**src/rtl/rf_pkg.sv**
```systemverilog
// Shared definitions for the RISC16 multiport register file: default geometry,
// the hardwired-zero register index and the address-match helper used by both
// the bypass muxes and the scoreboard clear/set logic.
package rf_pkg;

    localparam int RF_DATA_W = 16;
    localparam int RF_ADDR_W = 3;
    localparam int R0_IDX    = 0;

    // True when an enabled write (or reserve) targets the given read/flop index.
    // Addresses are widened to 32 bits by the caller so one helper serves any ADDR_W.
    function automatic logic hit(input logic we, input logic [31:0] waddr, input logic [31:0] raddr);
        return we && (waddr == raddr);
    endfunction

endpackage

```
**src/rtl/rf_scoreboard.sv**
```systemverilog
// Per-register busy scoreboard: a reserve marks a register as awaiting a result,
// a writeback on either port clears it. A reserve landing on the same edge as a
// write to the same register wins, because it names a newer producer.
module rf_scoreboard
    import rf_pkg::*;
#(
    parameter int ADDR_W   = RF_ADDR_W,
    parameter int ZERO_REG = 1
) (
    input  logic              clk,
    input  logic              rst_n,
    input  logic              clr_a_en_i,
    input  logic [ADDR_W-1:0] clr_a_addr_i,
    input  logic              clr_b_en_i,
    input  logic [ADDR_W-1:0] clr_b_addr_i,
    input  logic              set_en_i,
    input  logic [ADDR_W-1:0] set_addr_i,
    input  logic [ADDR_W-1:0] tap_a_addr_i,
    input  logic [ADDR_W-1:0] tap_b_addr_i,
    output logic              tap_a_o,
    output logic              tap_b_o
);

    localparam int DEPTH = 1 << ADDR_W;

    logic [DEPTH-1:0] busy_q;
    logic [DEPTH-1:0] busy_d;

    // Next busy vector: clears first, then the reserve overrides (r0 never reserved).
    always_comb begin
        busy_d = busy_q;
        for (int i = 0; i < DEPTH; i++) begin
            if (hit(clr_a_en_i, 32'(clr_a_addr_i), i)) busy_d[i] = 1'b0;
            if (hit(clr_b_en_i, 32'(clr_b_addr_i), i)) busy_d[i] = 1'b0;
            if (hit(set_en_i, 32'(set_addr_i), i) && !((ZERO_REG != 0) && (i == R0_IDX)))
                busy_d[i] = 1'b1;
        end
    end

    // Busy flops, cleared immediately by reset.
    always_ff @(posedge clk or negedge rst_n) begin
        if (!rst_n) busy_q <= '0;
        else        busy_q <= busy_d;
    end

    assign tap_a_o = busy_q[tap_a_addr_i];
    assign tap_b_o = busy_q[tap_b_addr_i];

endmodule

```
**src/rtl/rf_multiport_sb.sv**
```systemverilog
// Two-read / two-write register file for the RISC16 datapath with optional
// hardwired-zero r0, optional write-to-read forwarding, write-port collision
// flag and a busy scoreboard. Port A is the priority writer on collisions.
module rf_multiport_sb
    import rf_pkg::*;
#(
    parameter int DATA_W   = RF_DATA_W,
    parameter int ADDR_W   = RF_ADDR_W,
    parameter int ZERO_REG = 1,
    parameter int BYPASS   = 1
) (
    input  logic              clk,
    input  logic              rst_n,
    input  logic              we_a,
    input  logic [ADDR_W-1:0] wa_addr,
    input  logic [DATA_W-1:0] wa_data,
    input  logic              we_b,
    input  logic [ADDR_W-1:0] wb_addr,
    input  logic [DATA_W-1:0] wb_data,
    input  logic [ADDR_W-1:0] ra_addr,
    output logic [DATA_W-1:0] ra_data,
    input  logic [ADDR_W-1:0] rb_addr,
    output logic [DATA_W-1:0] rb_data,
    input  logic              rsv_en,
    input  logic [ADDR_W-1:0] rsv_addr,
    output logic              ra_busy,
    output logic              rb_busy,
    output logic              wr_collide
);

    localparam int DEPTH = 1 << ADDR_W;

    logic [DATA_W-1:0] mem_q [DEPTH];
    logic [DATA_W-1:0] mem_d [DEPTH];
    logic              collide_q;
    logic              collide_d;
    logic              tapA;
    logic              tapB;
    logic              hitAA, hitBA, hitAB, hitBB;
    logic              weALive, weBLive;

    // Forwarding is suppressed while reset is held so reads show the cleared file.
    assign weALive = we_a & rst_n;
    assign weBLive = we_b & rst_n;

    // Next storage contents: port B first so port A overwrites it on a collision.
    always_comb begin
        mem_d = mem_q;
        if (we_b) mem_d[wb_addr] = wb_data;
        if (we_a) mem_d[wa_addr] = wa_data;
        if (ZERO_REG != 0) mem_d[R0_IDX] = '0;
    end

    // Storage array, cleared immediately by reset.
    always_ff @(posedge clk or negedge rst_n) begin
        if (!rst_n) begin
            for (int i = 0; i < DEPTH; i++) mem_q[i] <= '0;
        end else begin
            mem_q <= mem_d;
        end
    end

    assign collide_d = we_a && we_b && (wa_addr == wb_addr);

    // Collision flag holds for the one cycle after the offending edge.
    always_ff @(posedge clk or negedge rst_n) begin
        if (!rst_n) collide_q <= 1'b0;
        else        collide_q <= collide_d;
    end

    assign wr_collide = collide_q;

    // Address matches between live writes and each read port.
    always_comb begin
        hitAA = hit(weALive, 32'(wa_addr), 32'(ra_addr));
        hitBA = hit(weBLive, 32'(wb_addr), 32'(ra_addr));
        hitAB = hit(weALive, 32'(wa_addr), 32'(rb_addr));
        hitBB = hit(weBLive, 32'(wb_addr), 32'(rb_addr));
    end

    // Read port A: zero register, then forwarded data (A before B), then storage.
    always_comb begin
        ra_data = mem_q[ra_addr];
        if ((ZERO_REG != 0) && (ra_addr == ADDR_W'(R0_IDX))) ra_data = '0;
        else if ((BYPASS != 0) && hitAA)                     ra_data = wa_data;
        else if ((BYPASS != 0) && hitBA)                     ra_data = wb_data;
    end

    // Read port B: same priority as port A.
    always_comb begin
        rb_data = mem_q[rb_addr];
        if ((ZERO_REG != 0) && (rb_addr == ADDR_W'(R0_IDX))) rb_data = '0;
        else if ((BYPASS != 0) && hitAB)                     rb_data = wa_data;
        else if ((BYPASS != 0) && hitBB)                     rb_data = wb_data;
    end

    rf_scoreboard #(
        .ADDR_W   (ADDR_W),
        .ZERO_REG (ZERO_REG)
    ) u_scoreboard (
        .clk          (clk),
        .rst_n        (rst_n),
        .clr_a_en_i   (we_a),
        .clr_a_addr_i (wa_addr),
        .clr_b_en_i   (we_b),
        .clr_b_addr_i (wb_addr),
        .set_en_i     (rsv_en),
        .set_addr_i   (rsv_addr),
        .tap_a_addr_i (ra_addr),
        .tap_b_addr_i (rb_addr),
        .tap_a_o      (tapA),
        .tap_b_o      (tapB)
    );

    // A register whose result is being forwarded this cycle is not reported busy.
    always_comb begin
        ra_busy = tapA && !((BYPASS != 0) && (hitAA || hitBA));
        rb_busy = tapB && !((BYPASS != 0) && (hitAB || hitBB));
    end

endmodule

```
**config.mk**
```make
export PLATFORM = sky130hd
export DESIGN_NAME = rf_multiport_sb
export DESIGN_NICKNAME = d
export VERILOG_FILES = /design/src/rtl/rf_pkg.sv /design/src/rtl/rf_scoreboard.sv /design/src/rtl/rf_multiport_sb.sv
export SDC_FILE = /design/constraint.sdc
export NUM_CORES = 1
export LEC_CHECK = 0
export CAP_MARGIN = 20
export CORE_ASPECT_RATIO = 0.7
export CORE_MARGIN = 2
export CORE_UTILIZATION = 40
export CTS_CLUSTER_SIZE = 25
export DETAILED_ROUTE_END_ITERATION = 10
export PLACE_DENSITY_LB_ADDON = 0.3
export SYNTH_ARGS = -nofsm -noshare
export SYNTH_HDL_FRONTEND = slang
export SYNTH_HIERARCHICAL = 1
export SYNTH_SLANG_ARGS = --single-unit
```
**constraint.sdc**
```tcl
create_clock -name clk -period 2.5 [get_ports clk]
set_input_delay 0.5 -clock clk [delete_from_list [all_inputs] [get_ports clk]]
set_output_delay 0.5 -clock clk [all_outputs]
set_load 0.03 [all_outputs]
```
==> out/results.txt <==
DRC Markers = 0
final WL = 33000 um
Core Region = 20800 um^2
Storage cell area = 3000 um^2
Final Hold Vio Count = 0
Crit Path Category = input pin to output pin
io pins = 87
post-synthesis sequential area ratio = 35.2%
Yosys cell types = 54
Syn-to-layout area delta = 41.3%
wire per inst = 23.6 um
Final HPWL DP = 21300 um
top_reg_cell synth = dfrtp_1
Critical Path AT = 2100 ps
layout cells sized above 1 = 32.3%
DIE HEIGHT = 126 um
Hold Crit Class = input pin to async pin
unrepaired setup endpoints after global routing = yes
final worst-path cycle share = 104%
top-count cell post-synth = a21oi_1
Max-Cap Viols = 0
clock sinks = 120
Slew HR = 33.2%
Final Max Tran Viols = 0
PwrDens = 666 nW/um^2
number of global-route vias before repair = 8311
Yosys top cell area share = 35.2%
Setup-failing EPs final = 31
clk slew on worst S/H paths = 60 ps
Max Fclk = 0.384 GHz
first-pass GRT wire length = 49300 um
# fillers = 1737
post-synth top area cell = dfrtp_1
Die Area = 22500 um^2
failing checks = negative setup slack
Synth Area per Inst = 8.93 um^2
clk_skew = 0 ps
ant diodes = 0
Max clock buf depth = 2
Synth Net Count = 1008
Pre-Repair DR Iteration Count = 6
Port Buffers = 86
via count = 8751
flop and latch count out of synthesis = 120
Critical Path RT = 2000 ps
yosys warns = 6
post-route ant nets = 0
Reg2Reg Depth = 3
pre-CTS setup slack = -523 ps
H-tree depth = 4
CP endpoint kind = output pin
grt ovf = 0
element type at the critical path start = input pin
TritonCTS clock tree = yes
largest cells by area after synthesis = dfrtp_1 (35%), a21oi_1 (9.3%), mux4_2 (9.0%)
Via density = 6.24
Critical Path Fanout Max = 12
min Tclk post-route = 2600 ps
VDD IR max = 590 uV
Fin Hold WS = 341 ps
# rows = 44
CTS Root Buffer Type = clkbuf_16
multi-input logic area = 5390 um^2
Post-synth EDFFs = 0
actual slew at the worst max-slew pin = 1000 ps
setup ws final = -101 ps
status = finished, violations left
placed cells = 1347
synth cell count leaders = a21oi_1 (159), nor2_1 (124), dfrtp_1 (120), o21ai_0 (77), nand2_1 (60)
Initial Util = 41.0%
LEAKAGE = 4.96 nW
Die W = 179 um
Clock Latency Late Sink = 430 ps
Fin Setup TNS = -1510 ps
gr usage total = 29.3%
flop2flop setup slack = 1570 ps
Pwr Total = 8.03 mW
Syn Std Cell Area = 8540 um^2
asr flop ratio synth = 100%
largest net degree at the start of global routing = 72
Initial DRC Count = 1187
number of buffers created by CTS = 17
initial antenna violation count = 1
Placer Congestion = 0.930
Final #Nets = 1165
Gate Count Post-Synth = 956
Finished Layout Cells = 1402
==> cells in the final DEF (no fill, tap or decap), drive strengths merged, types with 15 or more instances in the layout <==
cell type / Yosys / layout
o221ai: 15 / 15
clkbuf: 51 / 19
nand2: 60 / 60
a21oi: 159 / 159
clkdlybuf4s50: 0 / 37
dfrtp: 120 / 120
mux4: 34 / 34
a221oi: 15 / 15
mux2i: 53 / 53
mux2: 34 / 34
o21ai: 87 / 87
nand3: 18 / 18
nor2: 124 / 124
a211o: 15 / 15
inv: 37 / 38
buf: 51 / 195
a221o: 17 / 17
==> repair_timing <==
action                                  4_1_cts  5_1_grt
endpoints found under the setup margin       34       31
resized for setup                           118       54
hold endpoints to repair                      1        0
pin swaps                                    19       23
buffers inserted                             13        6
cloned                                        5        1
hold buffers                                  1        0
==> kinds of logic (layout without fill, tap and decap cells) <==
family	count (synthesis)	after routing	synth area share (%)
flops	120	120	35.2
compound gates	319	319	22.8
mux	121	121	19.7
buf+inv	139	309	7.45
simple gates	242	242	13.4
xor+xnor	15	15	1.54
==> through the flow <==
stage / utilization, % / cell area (um^2)
floorplan: - / 8550
global placement: 50.8 / 10600
detailed placement: 50.8 / 10600
CTS: 56.5 / 11800
global route: 58.0 / 12100
finish: 58.0 / 12100
==> sequential cells by signal, summed over array words and instances (netlist names) <==
signal and count:
wr_collide 1, mem_q 112, u_scoreboard/busy_q 7
==> critical path: stages <==
cell and delay (ps):
buf_6 130, buf_12 190, mux4_2 510, o21ai_1 380
o221ai_4 190, buf_6 170
==> metal layers <==
metal  vias to the layer above  GRT usage, %  wire length, um
met1                      4267          41.9            13800
met4                         2          11.9             1090
met5                         -             0               13
li1                       3800             -                -
met3                       115          7.25             3590
met2                       567          42.3            14500
==> final cells by class <==
cell class                 count  area share [%]
sequential                   120            24.9
timing repair buffer         240            21.3
inverter                      37            1.15
clock buffer                  18            3.64
tap                          276            2.86
clock inverter                14            1.45
multi-input combinational    697            44.7
==> path summary, 6_finish.rpt <==
path | from | end
setup / recovery | rb_addr[0] | rb_data[2]
hold / removal | rst_n | u_scoreboard/busy_q[4]
setup reg to reg | u_scoreboard/busy_q[4] | u_scoreboard/busy_q[4]
hold reg to reg | mem_q[3] | mem_q[3]
max in group asynchronous | rst_n | mem_q[16]
min in group clk | we_b | wr_collide
==> where the power goes <==
part	internal, mW	total (mW)	switching (mW)	leakage [nW]
registers	2.36	2.72	0.361	1.44
clock network	1.59	2.57	0.975	0.281
logic	1.38	2.74	1.36	3.24
(Power assumes the default switching activity.)
